===== config.mk =====
export PLATFORM = sky130hd
export DESIGN_NAME = router_wght_rr
export DESIGN_NICKNAME = d
export VERILOG_FILES = /design/src/rtl/router_wght_rr.sv
export SDC_FILE = /design/constraint.sdc
export NUM_CORES = 1
export LEC_CHECK = 0
export BUFFER_PORTS_ARGS = -buffer_cell sky130_fd_sc_hd__buf_4
export CORE_MARGIN = 2
export CORE_UTILIZATION = 30
export DETAILED_ROUTE_END_ITERATION = 10
export PLACE_DENSITY = 0.7
export REMOVE_ABC_BUFFERS = 1
export SLEW_MARGIN = 10
export SYNTH_ARGS = -nofsm -noshare
export SYNTH_HDL_FRONTEND = slang
export SYNTH_SLANG_ARGS = --single-unit

===== constraint.sdc =====
create_clock -name clk -period 1.6 [get_ports clk]
set_input_delay 0.08 -clock clk [delete_from_list [all_inputs] [get_ports clk]]
set_output_delay 0.08 -clock clk [all_outputs]
set_load 0.01 [all_outputs]

===== src/rtl/router_wght_rr.sv =====
// router_wght_rr
//
// Weight router for a PE array. Two independent jobs share this block:
//   1. Round-robin forwarding: every cycle one enabled input port is granted
//      and its word is broadcast, combinationally, to the output ports chosen
//      by route_mask.
//   2. Burst fetch: a burst request (rising edge of input traffic or of the
//      software start) reads BURST_LEN weights from the GLB. The responses
//      come back through the router ports and are written to the scratchpad.
//
// Ports
//   clk, reset       single clock, synchronous active-high reset
//   in_data_i        NUM_PORTS packed words, port k at [k*DW +: DW]
//   in_enable_i      per-port input valid
//   route_mask       output ports that receive the forwarded word
//   start            software burst trigger (edge detected)
//   out_data_o       forwarded words, same packing as in_data_i
//   out_enable_o     per-port forward valid
//   glb_addr_read    GLB read address
//   glb_req_read     GLB read request, one word per asserted cycle
//   spad_data_o      scratchpad write data (registered)
//   spad_addr_o      scratchpad write address, restarts at 0 every burst
//   spad_enable_o    scratchpad write strobe (registered)
//   busy             burst in progress
//   done             one-cycle end-of-burst pulse
//   drop             one-cycle pulse when a burst request arrives while busy
//
// Burst FSM
//   state | meaning
//   IDLE  | waiting for a burst request
//   READ  | issuing BURST_LEN GLB read requests, one per cycle
//   DRAIN | one cycle for the last GLB read response to land
//   DONE  | pulse done, advance (or wrap) the GLB base address

module router_wght_rr #(
    parameter int DATA_BITWIDTH     = 16,
    parameter int ADDR_BITWIDTH_GLB = 10,
    parameter int ADDR_BITWIDTH_SPAD = 9,
    parameter int NUM_PORTS         = 4,
    parameter int BURST_LEN         = 9,
    parameter int NUM_BURSTS        = 4,
    parameter int W_READ_ADDR       = 0
) (
    input  logic                                 clk,
    input  logic                                 reset,
    input  logic [NUM_PORTS*DATA_BITWIDTH-1:0]   in_data_i,
    input  logic [NUM_PORTS-1:0]                 in_enable_i,
    input  logic [NUM_PORTS-1:0]                 route_mask,
    input  logic                                 start,
    output logic [NUM_PORTS*DATA_BITWIDTH-1:0]   out_data_o,
    output logic [NUM_PORTS-1:0]                 out_enable_o,
    output logic [ADDR_BITWIDTH_GLB-1:0]         glb_addr_read,
    output logic                                 glb_req_read,
    output logic [DATA_BITWIDTH-1:0]             spad_data_o,
    output logic [ADDR_BITWIDTH_SPAD-1:0]        spad_addr_o,
    output logic                                 spad_enable_o,
    output logic                                 busy,
    output logic                                 done,
    output logic                                 drop
);

    localparam int PTR_W  = (NUM_PORTS > 1) ? $clog2(NUM_PORTS) : 1;
    // One extra code so the counters can hold BURST_LEN / NUM_BURSTS itself.
    localparam int CNT_W  = $clog2(BURST_LEN + 1);
    localparam int BIDX_W = $clog2(NUM_BURSTS + 1);

    localparam logic [ADDR_BITWIDTH_GLB-1:0] BASE_RST  = ADDR_BITWIDTH_GLB'(W_READ_ADDR);
    localparam logic [ADDR_BITWIDTH_GLB-1:0] BASE_STEP = ADDR_BITWIDTH_GLB'(BURST_LEN);
    localparam logic [CNT_W-1:0]             CNT_LAST  = CNT_W'(BURST_LEN - 1);
    localparam logic [BIDX_W-1:0]            BIDX_LAST = BIDX_W'(NUM_BURSTS - 1);
    localparam logic [PTR_W-1:0]             PTR_LAST  = PTR_W'(NUM_PORTS - 1);

    typedef enum logic [1:0] {
        IDLE  = 2'd0,
        READ  = 2'd1,
        DRAIN = 2'd2,
        DONE  = 2'd3
    } state_t;

    state_t                         state_q;
    state_t                         state_d;

    logic [PTR_W-1:0]               ptr;
    logic [PTR_W-1:0]               grant_idx;
    logic                           grant_found;
    logic                           any_valid;
    logic [DATA_BITWIDTH-1:0]       sel_data;

    logic                           v0;
    logic                           v1;
    logic                           trig;
    logic                           start_q;
    logic                           start_rise;
    logic                           burst_req;

    logic [CNT_W-1:0]               cnt;
    logic [ADDR_BITWIDTH_GLB-1:0]   base;
    logic [BIDX_W-1:0]              burst_idx;
    logic                           rsp_pending;

    // ------------------------------------------------------------------
    // Round-robin arbiter: first pass searches from ptr upwards, second
    // pass wraps and searches from port 0.
    // ------------------------------------------------------------------
    assign any_valid = |in_enable_i;

    always_comb begin
        grant_found = 1'b0;
        grant_idx   = '0;
        for (int i = 0; i < NUM_PORTS; i++) begin
            if (!grant_found && in_enable_i[i] && (i >= int'(ptr))) begin
                grant_idx   = PTR_W'(i);
                grant_found = 1'b1;
            end
        end
        for (int i = 0; i < NUM_PORTS; i++) begin
            if (!grant_found && in_enable_i[i]) begin
                grant_idx   = PTR_W'(i);
                grant_found = 1'b1;
            end
        end
    end

    assign sel_data = any_valid ? in_data_i[int'(grant_idx)*DATA_BITWIDTH +: DATA_BITWIDTH]
                                : '0;

    always_ff @(posedge clk) begin
        if (reset) begin
            ptr <= '0;
        end else if (any_valid) begin
            // Explicit wrap keeps non-power-of-two port counts correct.
            ptr <= (grant_idx == PTR_LAST) ? '0 : grant_idx + PTR_W'(1);
        end
    end

    // ------------------------------------------------------------------
    // Forwarding is purely combinational and ignores the burst FSM.
    // ------------------------------------------------------------------
    always_comb begin
        out_enable_o = route_mask & {NUM_PORTS{any_valid}};
        out_data_o   = '0;
        for (int k = 0; k < NUM_PORTS; k++) begin
            if (route_mask[k] && any_valid) begin
                out_data_o[k*DATA_BITWIDTH +: DATA_BITWIDTH] = sel_data;
            end
        end
    end

    // ------------------------------------------------------------------
    // Burst triggers. The traffic edge goes through two flops, so trig
    // lands one cycle after any_valid rises.
    // ------------------------------------------------------------------
    always_ff @(posedge clk) begin
        if (reset) begin
            v0      <= 1'b0;
            v1      <= 1'b0;
            start_q <= 1'b0;
        end else begin
            v0      <= any_valid;
            v1      <= v0;
            start_q <= start;
        end
    end

    assign trig       = v0 & ~v1;
    assign start_rise = start & ~start_q;
    assign burst_req  = trig | start_rise;

    // ------------------------------------------------------------------
    // Burst FSM
    // ------------------------------------------------------------------
    always_ff @(posedge clk) begin
        if (reset) begin
            state_q <= IDLE;
        end else begin
            state_q <= state_d;
        end
    end

    always_comb begin
        state_d      = state_q;
        glb_req_read = 1'b0;
        busy         = 1'b1;
        done         = 1'b0;
        unique case (state_q)
            IDLE: begin
                busy = 1'b0;
                if (burst_req) begin
                    state_d = READ;
                end
            end
            READ: begin
                glb_req_read = 1'b1;
                if (cnt == CNT_LAST) begin
                    state_d = DRAIN;
                end
            end
            DRAIN: begin
                state_d = DONE;
            end
            DONE: begin
                done    = 1'b1;
                state_d = IDLE;
            end
            default: begin
                state_d = IDLE;
            end
        endcase
        // Requests that arrive while a burst is running are discarded.
        drop = burst_req & busy;
    end

    assign glb_addr_read = base + ADDR_BITWIDTH_GLB'(cnt);

    // ------------------------------------------------------------------
    // Burst counters and base address
    // ------------------------------------------------------------------
    always_ff @(posedge clk) begin
        if (reset) begin
            cnt       <= '0;
            base      <= BASE_RST;
            burst_idx <= '0;
        end else begin
            if (state_q == IDLE && burst_req) begin
                cnt <= '0;
            end else if (state_q == READ) begin
                cnt <= cnt + CNT_W'(1);
            end

            if (state_q == DONE) begin
                if (burst_idx == BIDX_LAST) begin
                    base      <= BASE_RST;
                    burst_idx <= '0;
                end else begin
                    base      <= base + BASE_STEP;
                    burst_idx <= burst_idx + BIDX_W'(1);
                end
            end
        end
    end

    // ------------------------------------------------------------------
    // Scratchpad write path. A GLB response appears on the ports one
    // cycle after its request; it is captured here one cycle later still.
    // ------------------------------------------------------------------
    always_ff @(posedge clk) begin
        if (reset) begin
            rsp_pending   <= 1'b0;
            spad_enable_o <= 1'b0;
            spad_data_o   <= '0;
            spad_addr_o   <= '0;
        end else begin
            rsp_pending   <= glb_req_read;
            spad_enable_o <= rsp_pending;
            spad_data_o   <= sel_data;
            if (state_q == IDLE && burst_req) begin
                spad_addr_o <= '0;
            end else if (spad_enable_o) begin
                spad_addr_o <= spad_addr_o + ADDR_BITWIDTH_SPAD'(1);
            end
        end
    end

endmodule


After elaboration in Yosys (flattened, before gate mapping)
Index checks and enable logic that the tools add are counted.
Cells by class
  multiplexer cells: 28
  bitwise logic cells: 7
  shifts and indexed selects: 1
  reductions and logical operators: 26
  add/sub/neg operators: 6
  eq/ne operators: 8
  magnitude comparators: 3
Operator list (count)
  16-bit 2-to-1 mux: 5
  64-bit by 7-bit variable part select with 16-bit output: 1
  2-bit 2-to-1 mux: 9
  1-bit logical AND: 15
  1-bit 2-to-1 mux: 11
  10-bit by 4-bit adder with 10-bit output: 1
  10-bit by 4-bit adder with 10-bit output (second input constant): 1
  10-bit 2-to-1 mux: 1
  9-bit by 1-bit adder with 9-bit output (second input constant): 1
  2-bit one-hot mux with 4 select lines: 1
  1-bit logical NOT: 7
  2-bit equality test (second input constant): 3
  4-bit by 1-bit adder with 4-bit output (second input constant): 1
  4-bit AND: 1
  4-bit equality test (second input constant): 1
  1-bit by 2-bit >= comparator with 1-bit output (first input constant): 2
  2-bit inequality test (second input constant): 2
  4-bit OR reduction: 1
  3-bit by 1-bit adder with 3-bit output (second input constant): 1
  1-bit AND: 3
  3-bit by 2-bit equality test with 1-bit output (second input constant): 1
  3-bit 2-to-1 mux: 1
  2-bit by 1-bit adder with 2-bit output (second input constant): 1
  2-bit by 1-bit equality test with 1-bit output (second input constant): 1
  other kinds (6): 7
Word-level totals
  output and inout bits: 108
  word-level logic and storage cells: 91
  bits in registers: 51
  input port bits: 75

Logic depth before layout (Yosys ltp)
Gate-level depths: netlist of the first run.
  depth after elaboration: 29
  gate-level depth with buffers: 8

Worst setup path before layout of the first run
OpenSTA, ideal clock, no wires.
  path kind: register to output
  start: reg cnt[0]
  end: out glb_addr_read[8]
  stages on the path, launching flop included: 9
  required time: 1520 ps
  path slack: -275 ps
  path buffers: 0
  data arrival time: 1795 ps
  path through: dfxtp_1 -> ha_1 -> inv_1 -> fa_1 -> nor2b_1 -> o21ai_0 -> a21oi_1 -> and3_1 -> xor2_1
On the way
  word-level cells in the longest chain between the ends: 1
RTL lines
  start, declared: line 96  | logic [CNT_W-1:0] cnt;
  start signal, assigned: line 227  | cnt <= cnt + CNT_W'(1);
  10-bit by 4-bit adder with 10-bit output: line 213  | assign glb_addr_read = base + ADDR_BITWIDTH_GLB'(cnt);
  end, declared: line 52  | output logic [ADDR_BITWIDTH_GLB-1:0] glb_addr_read,
Every way passes these cells.

Final worst setup path of the first run
  start: reg ptr[1]
  end: out out_data_o[41]
On the way
  word-level cells in the longest chain between the ends: 29
  elaborated cells on any way between the ends: 37
  classes of those cells: 3 x order compare; 1 x shift; 16 x mux; 17 x reduce/logical
RTL lines
  start, declared: line 83  | logic [PTR_W-1:0] ptr;
  start signal, assigned: line 132  | ptr <= (grant_idx == PTR_LAST) ? '0 : grant_idx + PTR_W'(1);
  1-bit by 2-bit >= comparator with 1-bit output: line 111  | if (!grant_found && in_enable_i[i] && (i >= int'(ptr))) begin
  1-bit logical AND: line 111
  1-bit 2-to-1 mux: line 111
  1-bit logical NOT: line 111
  1-bit logical AND (2 in a row): line 111
  1-bit 2-to-1 mux: line 111
  1-bit logical NOT: line 111
  1-bit logical AND (2 in a row): line 111
  [... 11 more ...]
  1-bit logical AND: line 117  | if (!grant_found && in_enable_i[i]) begin
  1-bit 2-to-1 mux: line 117
  1-bit logical NOT: line 117
  1-bit logical AND: line 117
  2-bit 2-to-1 mux (*): line 117
  64-bit by 7-bit variable part select with 16-bit output (*): line 124  | assign sel_data = any_valid ? in_data_i[int'(grant_idx)*DATA_BITWIDTH +: DATA_BITWIDTH]
  16-bit 2-to-1 mux (*): line 124
  16-bit 2-to-1 mux (*): line 143  | if (route_mask[k] && any_valid) begin
  end, declared: line 50  | output logic [NUM_PORTS*DATA_BITWIDTH-1:0] out_data_o,
Mark *: on every way between the ends. The rest lies on a longest branch, timed or not.

==> impl_metrics.env, run 1 <==
export IMPL_clk_latency_ns=0.29
export IMPL_fin_ws_ns=-0.513
export IMPL_drt_iter0_drc=258
export IMPL_ys_seq_area_frac=0.286
export IMPL_cp_end_kind="output pin"
export IMPL_ys_async_sr_fraction=0
export IMPL_cts_clk_slew_worst_paths_ns=0.07
export IMPL_vias=4092
export IMPL_synth_edf_count=0
export IMPL_cts_root_buf="clkbuf_16"
export IMPL_fmax_mhz=473
export IMPL_final_nets=715
export IMPL_stdcell_area_um2=6810
export IMPL_crit_required_ns=1.52
export IMPL_dp_final_hpwl_um=9540
export IMPL_ys_flop_type="dfxtp_1"
export IMPL_die_w_um=113
export IMPL_worstPathArrival_ns=2.03
export IMPL_grt_first_pass_wirelength_um=20300
export IMPL_final_cell_mix="buf_4 (216), o22ai_2 (47), dfxtp_1 (45)"
export IMPL_yosysWarnings=0
export IMPL_grtUsageTotal=0.199
export IMPL_final_common_cell="buf_4"
export IMPL_relSlewSlack=0.719
export IMPL_synth_top_area_frac=0.286
export IMPL_drive_above_1_share=0.671
export IMPL_start_util=0.310
export IMPL_cts_tree="yes"
export IMPL_synth_area_leader_cell="dfxtp_1"
export IMPL_cts_buffers_inserted=5
export IMPL_tns_ns=-33.48
export IMPL_clockBufferDepth=2
export IMPL_port_buffers=182
export IMPL_rsz0062_at_grt="yes"
export IMPL_area_growth_syn_to_layout_pct=90.7
export IMPL_rows=39
export IMPL_powerDensity_nw_per_um2=872
export IMPL_slew_viol_final=0
export IMPL_grt_max_degree=18
export IMPL_tightest_slew_ns=0.421
export IMPL_gp_congestion=0.831
export IMPL_dp_cells=726
export IMPL_timing_final_crit_share=1.32
export IMPL_hold_viol_final=0
export IMPL_antenna_found_initial=1
export IMPL_syn_area_um2=3570
export IMPL_fillCellCount=956
export IMPL_timing_max_cap_violations=0
export IMPL_crit_fanout=7
export IMPL_p_leak_nw=2.90
export IMPL_finish_utilization=0.592
export IMPL_fin_crit_ns=2.11
export IMPL_core_area_um2=11500
export IMPL_vias_per_cell=5.31
export IMPL_crit_path_start_kind="flip-flop"
export IMPL_critPathKind="flip-flop to output pin"
export IMPL_gr_total_overflow=0
export IMPL_setup_viol=88
export IMPL_clock_skew_ns=0.00526
export IMPL_post_place_ws_ns=-0.346
export IMPL_ioPinCount=183
export IMPL_wl_per_cell_um=18.3
export IMPL_r2r_slack_ns=-0.21
export IMPL_htreeDepth=2
export IMPL_place_area_um2=5480
export IMPL_die_y_um=113
export IMPL_grt_pass1_vias=3932
export IMPL_wirelength_um=14100
export IMPL_synth_area_leaders="dfxtp_1 (29%), mux2i_4 (19%), o22ai_1 (13%)"
export IMPL_clkSinkCount=51
export IMPL_drt_antenna_violating_nets=0
export IMPL_syn_inst=375
export IMPL_synth_seq_cells=51
export IMPL_ctsHoldBuffers=0
export IMPL_avgSynthCellArea_um2=9.53
export IMPL_route_detailed_drc=5
export IMPL_hold_path_class="input pin to flip-flop"
export IMPL_drtPass1Iterations=7
export IMPL_dieArea_um2=12800
export IMPL_violations="design-rule violations, negative setup slack"
export IMPL_status="finished with violations"
export IMPL_vdd_drop_max_uv=500
export IMPL_final_cells=770
export IMPL_synthDistinctLibCells=46
-- flip-flops by register name, summed over array words and instances, names as in the netlist --
name           count
v0                 1
spad_data_o       16
spad_addr_o        9
v1                 1
state_q            2
base              10
cnt                4
rsp_pending        1
start_q            1
ptr                2
spad_enable_o      1
burst_idx          3
-- worst paths after layout --
path | startpoint | to | cells past startpoint
min reg2reg | rsp_pending$_SDFF_PP0_ | spad_enable_o$_SDFF_PP0_ | 1
min | start | start_q$_SDFF_PP0_ | 2
max reg2reg | ptr[1]$_SDFFE_PP0N_ | spad_data_o[14]$_SDFF_PP0_ | 9
max | ptr[1]$_SDFFE_PP0N_ | out_data_o[41] | 8
-- routing by layer --
layer,track usage,routed length [um],up-vias
met2,0.370,7400,202
met1,0.223,5220,1953
met5,0,0,-
met3,0.0380,912,42
li1,-,-,1895
met4,0.0797,536,0
-- per-stage QoR --
| step | hold WS [ns] | power (mW) |
|---|---|---|
| detailed placement | 0.326 | 4.01 |
| global route | 0.0545 | 6.21 |
| CTS | 0.0260 | 5.59 |
| finish | 0.0305 | 5.94 |
| global placement | 0.308 | 3.94 |
| floorplan | 0.149 | 2.73 |
-- cell usage after synthesis (2+ instances only) --
| cell type | n |
|---|---|
| dfxtp_1 | 51 |
| xor2_1 | 15 |
| a21boi_1 | 2 |
| mux2i_4 | 30 |
| nand2b_1 | 5 |
| mux2i_1 | 5 |
| a21o_1 | 2 |
| or3_1 | 3 |
| inv_1 | 15 |
| nor3_1 | 5 |
| clkbuf_1 | 8 |
| xnor2_1 | 9 |
| o21bai_1 | 2 |
| ha_1 | 13 |
| nor2b_1 | 10 |
| nand3_1 | 2 |
| and3_1 | 4 |
| a211oi_1 | 2 |
| o22ai_1 | 77 |
| o21ai_0 | 5 |
| a21oi_1 | 10 |
| buf_12 | 3 |
| nand4_1 | 6 |
| buf_2 | 9 |
| nor2_1 | 30 |
| nor3b_1 | 4 |
| nand2_1 | 29 |
-- kinds of logic (layout without fill, tap and decap cells) --
| group | after synthesis | count (layout) | share of synthesized area |
|---|---|---|---|
| compound gates | 109 | 109 | 0.196 |
| simple gates | 105 | 105 | 0.146 |
| flops | 51 | 51 | 0.286 |
| mux | 36 | 36 | 0.206 |
| buf+inv | 36 | 287 | 0.0557 |
| xor+xnor | 24 | 24 | 0.0588 |
| fa+ha+maj | 14 | 14 | 0.0511 |
| other cells | 0 | 1 | 0 |
-- layout make-up --
class / instances / area (um2) / area share
multi-input combinational: 288 / 3020 / 0.443
timing repair buffer: 265 / 2360 / 0.347
sequential: 51 / 1030 / 0.151
tap: 143 / 179 / 0.0263
clock buffer: 5 / 125 / 0.0184
inverter: 15 / 56.3 / 0.00826
clock inverter: 2 / 37.5 / 0.00551
antenna: 1 / 2.50 / 0.000367
-- worst max-delay path: stages, from the launching register on --
cell and delay [ns]:
dfxtp_4 0.40, nand2_4 0.07, a221oi_4 0.28, nor2_4 0.08, buf_12 0.15, buf_12 0.15
mux2i_4 0.28, o22ai_2 0.15, buf_4 0.16
-- power by group --
part	switching, mW	total (mW)	internal [mW]	leakage, nW
registers	0.0761	1.47	1.40	0.420
logic	1.53	3.25	1.72	2.41
clock network	0.481	1.21	0.730	0.0759
-- what timing repair did --
item,4_1_cts,5_1_grt
gates resized for setup,90,86
endpoints found under the setup margin,90,92
pin swaps,71,29
buffers inserted,16,26
cloned,4,0
No activity file was read; power rests on OpenSTA's default activity.
==> inputs of run 2 (changes only) <==
- ABC_CLOCK_PERIOD_IN_PS: default -> 1600
- CORE_ASPECT_RATIO: default -> 0.75
==> run 2 against run 1 <==
- first-iteration DRC count fell by 21%
- cell count is 0.78% lower
- via count is 6.2% lower
- count of clock-buffer cells in the layout rose by 1
- the flow finishes with violations (negative setup slack)
- core utilization is 6.7 points lower
- hold slack worse by 0.0076 ns
- sequential cell count stayed put
==> impl_metrics.env, run 2 (synthesized netlist as in run 1, its figures left out) <==
export IMPL_drtPass1Iterations=4
export IMPL_vdd_drop_max_uv=497
export IMPL_slew_viol_final=0
export IMPL_setup_viol=86
export IMPL_powerDensity_nw_per_um2=879
export IMPL_reg_top3="spad_data_o x16, base x10, spad_addr_o x9"
export IMPL_drive_above_1_share=0.560
export IMPL_final_cells=764
export IMPL_cts_clk_slew_worst_paths_ns=0.08
export IMPL_fmax_mhz=475
export IMPL_gr_total_overflow=0
export IMPL_start_util=0.308
export IMPL_fin_ws_ns=-0.505
export IMPL_violations="negative setup slack"
export IMPL_route_detailed_drc=0
export IMPL_rsz0062_at_grt="yes"
export IMPL_crit_end="out_data_o[46]"
export IMPL_cts_root_buf="clkbuf_16"
export IMPL_crit_required_ns=1.52
export IMPL_ctsHoldBuffers=0
export IMPL_critPathKind="flip-flop to output pin"
export IMPL_fillCellCount=1051
export IMPL_wirelength_um=12600
export IMPL_p_leak_nw=2.63
export IMPL_drt_antenna_violating_nets=0
export IMPL_tightest_slew_ns=0.368
export IMPL_vias_per_cell=5.03
export IMPL_ioPinCount=183
export IMPL_status="finished with violations"
export IMPL_cts_buffers_inserted=5
export IMPL_cts_tree="yes"
export IMPL_path_cells="nand2_4 -> a221oi_4 -> nor2_4 -> buf_12 -> buf_12 -> mux2i_4 -> o22ai_1 -> buf_4"
export IMPL_antenna_found_initial=0
export IMPL_rows=34
export IMPL_clkSinkCount=51
export IMPL_timing_max_cap_violations=0
export IMPL_final_cell_mix="buf_4 (219), o22ai_1 (55), dfxtp_1 (47)"
export IMPL_grt_max_degree=17
export IMPL_grt_first_pass_wirelength_um=18900
export IMPL_drt_iter0_drc=204
export IMPL_critPathMaxStageDelay_ns=0.40
export IMPL_relSlewSlack=0.755
export IMPL_dp_final_hpwl_um=9200
export IMPL_crit_fanout=7
export IMPL_hold_path_class="input pin to flip-flop"
export IMPL_rr_startpoint="ptr[1]$_SDFFE_PP0N_"
export IMPL_area_growth_syn_to_layout_pct=70.6
export IMPL_grt_pass1_vias=3715
export IMPL_gp_congestion=0.912
export IMPL_clockBufferDepth=2
export IMPL_fin_crit_ns=2.10
export IMPL_final_nets=690
export IMPL_r2r_slack_ns=-0.24
export IMPL_timing_final_crit_share=1.32
export IMPL_final_common_cell="buf_4"
export IMPL_vias=3840
export IMPL_largest_register="spad_data_o"
export IMPL_worstPathArrival_ns=2.02
export IMPL_clk_latency_ns=0.29
export IMPL_cp_slowest_cell="dfxtp_4"
export IMPL_crit_path_frequent_cell="buf_12"
export IMPL_worstRegToRegCells=8
export IMPL_dieArea_um2=12800
export IMPL_tns_ns=-32.92
export IMPL_dp_cells=748
export IMPL_core_area_um2=11600
export IMPL_largest_reg_flops=16
export IMPL_die_w_um=130
export IMPL_grtUsageTotal=0.185
export IMPL_cp_startpoint="ptr[1]$_SDFFE_PP0N_"
export IMPL_htreeDepth=2
export IMPL_die_y_um=98.5
export IMPL_crit_path_start_kind="flip-flop"
export IMPL_n_antenna_cell=0
export IMPL_clock_skew_ns=0.00938
export IMPL_hold_viol_final=0
export IMPL_r2r_end="spad_data_o[0]$_SDFF_PP0_"
export IMPL_port_buffers=182
export IMPL_wl_per_cell_um=16.5
export IMPL_cp_end_kind="output pin"
[run 2: changes by cell type in the layout (fill, tap and decap cells not counted), sizes merged]
cell | before | now
clkinv | 0 | 1
clkbuf | 5 | 6
bufinv | 1 | 0
diode | 1 | 0
buf | 265 | 240
[run 2: worst min path at each step]
stage | from | end | slack [ns] | cells after the start
6_report | reset | v0$_SDFF_PP0_ | 0.02 | 2
5_1_grt | reset | v0$_SDFF_PP0_ | 0.01 | 2
4_1_cts | reset | v0$_SDFF_PP0_ | 0.01 | 2
3_5_place_dp | reset | v0$_SDFF_PP0_ | 0.32 | 2
3_3_place_gp | reset | v0$_SDFF_PP0_ | 0.32 | 2
2_1_floorplan | reset | base[0]$_SDFFE_PP0P_ | 0.15 | 1
[run 2: area by class of cell]
cell class / count / area (um2) / area share
multi-input combinational: 288 / 2680 / 0.440
timing repair buffer: 240 / 1990 / 0.326
sequential: 51 / 1030 / 0.169
tap: 162 / 203 / 0.0332
clock buffer: 6 / 129 / 0.0211
inverter: 15 / 56.3 / 0.00923
clock inverter: 2 / 12.5 / 0.00205
[run 2: critical path, delay by kind of cell (launching register included)]
| kind | cells | cell delay, ns |
|---|---|---|
| AND/OR/NAND/NOR | 2 | 0.15 |
| buffers and inverters | 3 | 0.47 |
| AO/OA/AOI/OAI | 2 | 0.50 |
| multiplexers | 1 | 0.22 |
| flip-flops | 1 | 0.40 |
[run 2: per-layer routing]
layer  vias up  wire, um  share of wire  GRT usage
met2       152      6170           0.49      0.307
met1      1828      5290           0.42      0.244
met4         0       208          0.016     0.0562
li1       1842         -              -          -
met3        18       946          0.075     0.0331
met5         -         0              0          0
[run 2: metrics by stage]
stage          power (mW)  instance area [um2]  worst slack (ns)  hold WS [ns]  utilization
6_report             5.36                 6100            -0.505        0.0229        0.525
5_1_grt              5.64                 6100            -0.639        0.0145        0.525
4_1_cts              5.24                 5860            -0.483        0.0112        0.505
3_5_place_dp         4.01                 5490            -0.289         0.324        0.473
3_3_place_gp         3.96                 5490            -0.249         0.318        0.473
2_1_floorplan        2.73                 3430             -1.20         0.149            -
[run 2: what timing repair did]
| item | 4_1_cts | 5_1_grt |
|---|---|---|
| resized for setup | 42 | 38 |
| buffers inserted | 3 | 6 |
| gates cloned | 1 | 0 |
| setup endpoints to repair | 90 | 91 |
| pin swaps | 56 | 22 |
[run 2: power breakdown]
| group | total [mW] | switching [mW] | leakage, nW | internal, mW |
|---|---|---|---|---|
| Clock | 1.07 | 0.487 | 0.0669 | 0.579 |
| Sequential | 1.48 | 0.0780 | 0.419 | 1.40 |
| Combinational | 2.82 | 1.34 | 2.14 | 1.47 |
==> inputs of run 3 (changes only) <==
- SETUP_SLACK_MARGIN: default -> 0.1
==> run 3 against run 2 <==
- sequential share of layout area fell by 1.2 points
- sequential cell count is the same
- combinational power up 12%
- the flow still finishes with violations (negative setup slack)
- core utilization is 4.5 points higher
- global-route usage rose by 1.2 points
- highest routed layer unchanged
- via count is 3.2% higher
- count of clock-buffer cells in the layout is the same
- hold slack better by 0.019 ns
==> impl_metrics.env, run 3 (synthesized netlist as in run 1, its figures left out) <==
export IMPL_status="finished with violations"
export IMPL_violations="negative setup slack"
export IMPL_tns_ns=-33.02
export IMPL_cts_root_buf="clkbuf_16"
export IMPL_gr_total_overflow=0
export IMPL_timing_max_cap_violations=0
export IMPL_crit_path_frequent_cell="buf_12"
export IMPL_htreeDepth=2
export IMPL_clkSinkCount=51
export IMPL_reg_top3="spad_data_o x16, base x10, spad_addr_o x9"
export IMPL_cp_slowest_cell="dfxtp_4"
export IMPL_ioPinCount=183
export IMPL_p_leak_nw=2.79
export IMPL_hold_path_class="input pin to flip-flop"
export IMPL_drt_iter0_drc=205
export IMPL_crit_fanout=7
export IMPL_area_growth_syn_to_layout_pct=85.2
export IMPL_drt_antenna_violating_nets=0
export IMPL_clock_skew_ns=0.0111
export IMPL_crit_required_ns=1.52
export IMPL_clk_latency_ns=0.29
export IMPL_start_util=0.308
export IMPL_rows=34
export IMPL_final_cell_mix="buf_4 (213), dfxtp_1 (45), o22ai_2 (38)"
export IMPL_vias_per_cell=5.08
export IMPL_setup_viol=88
export IMPL_total_power_mw=5.71
export IMPL_grt_pass1_vias=3855
export IMPL_route_detailed_drc=0
export IMPL_post_place_ws_ns=-0.289
export IMPL_crit_path_start_kind="flip-flop"
export IMPL_tightest_slew_ns=0.586
export IMPL_slew_viol_final=0
export IMPL_die_w_um=130
export IMPL_place_area_um2=5490
export IMPL_final_common_cell="buf_4"
export IMPL_port_buffers=182
export IMPL_grt_first_pass_wirelength_um=20000
export IMPL_dieArea_um2=12800
export IMPL_final_nets=705
export IMPL_clockBufferDepth=2
export IMPL_stdcell_area_um2=6620
export IMPL_antenna_found_initial=0
export IMPL_path_cells="nand2_4 -> a221oi_4 -> nor2_4 -> buf_12 -> buf_12 -> mux2i_4 -> o22ai_2 -> buf_4"
export IMPL_rsz0062_at_grt="yes"
export IMPL_wirelength_um=13400
export IMPL_grt_max_degree=17
export IMPL_cts_tree="yes"
export IMPL_largest_register="spad_data_o"
export IMPL_dp_final_hpwl_um=9200
export IMPL_drive_above_1_share=0.637
export IMPL_die_y_um=98.5
export IMPL_wl_per_cell_um=17.2
export IMPL_largest_reg_flops=16
export IMPL_drtPass1Iterations=4
export IMPL_vias=3961
export IMPL_n_antenna_cell=0
export IMPL_critPathKind="flip-flop to output pin"
export IMPL_critPathMaxStageDelay_ns=0.40
export IMPL_ctsHoldBuffers=0
export IMPL_cp_end_kind="output pin"
export IMPL_timing_final_crit_share=1.32
export IMPL_powerDensity_nw_per_um2=864
export IMPL_fin_ws_ns=-0.510
export IMPL_worstPathArrival_ns=2.03
export IMPL_vdd_drop_max_uv=511
export IMPL_hold_viol_final=0
export IMPL_relSlewSlack=0.608
export IMPL_gp_congestion=0.912
export IMPL_cts_buffers_inserted=5
export IMPL_cts_clk_slew_worst_paths_ns=0.07
export IMPL_grtUsageTotal=0.197
export IMPL_fin_crit_ns=2.11
export IMPL_core_area_um2=11600
export IMPL_fmax_mhz=474
export IMPL_finish_utilization=0.570
[run 3: what timing repair did]
action / 4_1_cts / 5_1_grt
cloned: 3 / 0
buffers inserted: 8 / 14
setup endpoints to repair: 91 / 100
pin swaps: 76 / 28
gates resized for setup: 96 / 63
[run 3: report_power, final]
group / internal, mW / switching [mW] / total (mW)
clock: 0.579 / 0.493 / 1.07
sequential: 1.40 / 0.0817 / 1.48
combinational: 1.68 / 1.48 / 3.16
total: 3.66 / 2.06 / 5.71
[run 3: metrics by stage]
stage | instances | hold slack, ns
floorplan | 354 | 0.149
global placement | 748 | 0.318
detailed placement | 748 | 0.324
CTS | 766 | 0.0381
global route | 779 | 0.0326
finish | 779 | 0.0422
[run 3: path summary, 6_finish.rpt]
path | from | endpoint | slack, ns | cells after the start
max | ptr[1]$_SDFFE_PP0N_ | out_data_o[13] | -0.51 | 8
min | start | start_q$_SDFF_PP0_ | 0.04 | 2
min reg2reg | rsp_pending$_SDFF_PP0_ | spad_enable_o$_SDFF_PP0_ | 0.43 | 1
max reg2reg | ptr[1]$_SDFFE_PP0N_ | spad_data_o[6]$_SDFF_PP0_ | -0.15 | 8
[run 3: final cells by class]
type                            instances  area, um2
Inverter                               15       58.8
Multi-Input combinational cell        288       2960
Clock inverter                          2       12.5
Tap cell                              162        203
Sequential cell                        51       1030
Timing Repair Buffer                  255       2220
Fill cell                             981       5000
Clock buffer                            6        129
[run 3: layer usage]
metal | GRT usage | wire length [um]
met5 | 0 | 0
met4 | 0.0579 | 261
met3 | 0.0375 | 961
met2 | 0.328 | 6620
met1 | 0.259 | 5520
[run 3: critical path: cells and delay by family (launching register included)]
family | cells | cell delay, ns
compound gates | 2 | 0.51
buf+inv | 3 | 0.48
flops | 1 | 0.40
mux | 1 | 0.21
simple gates | 2 | 0.14
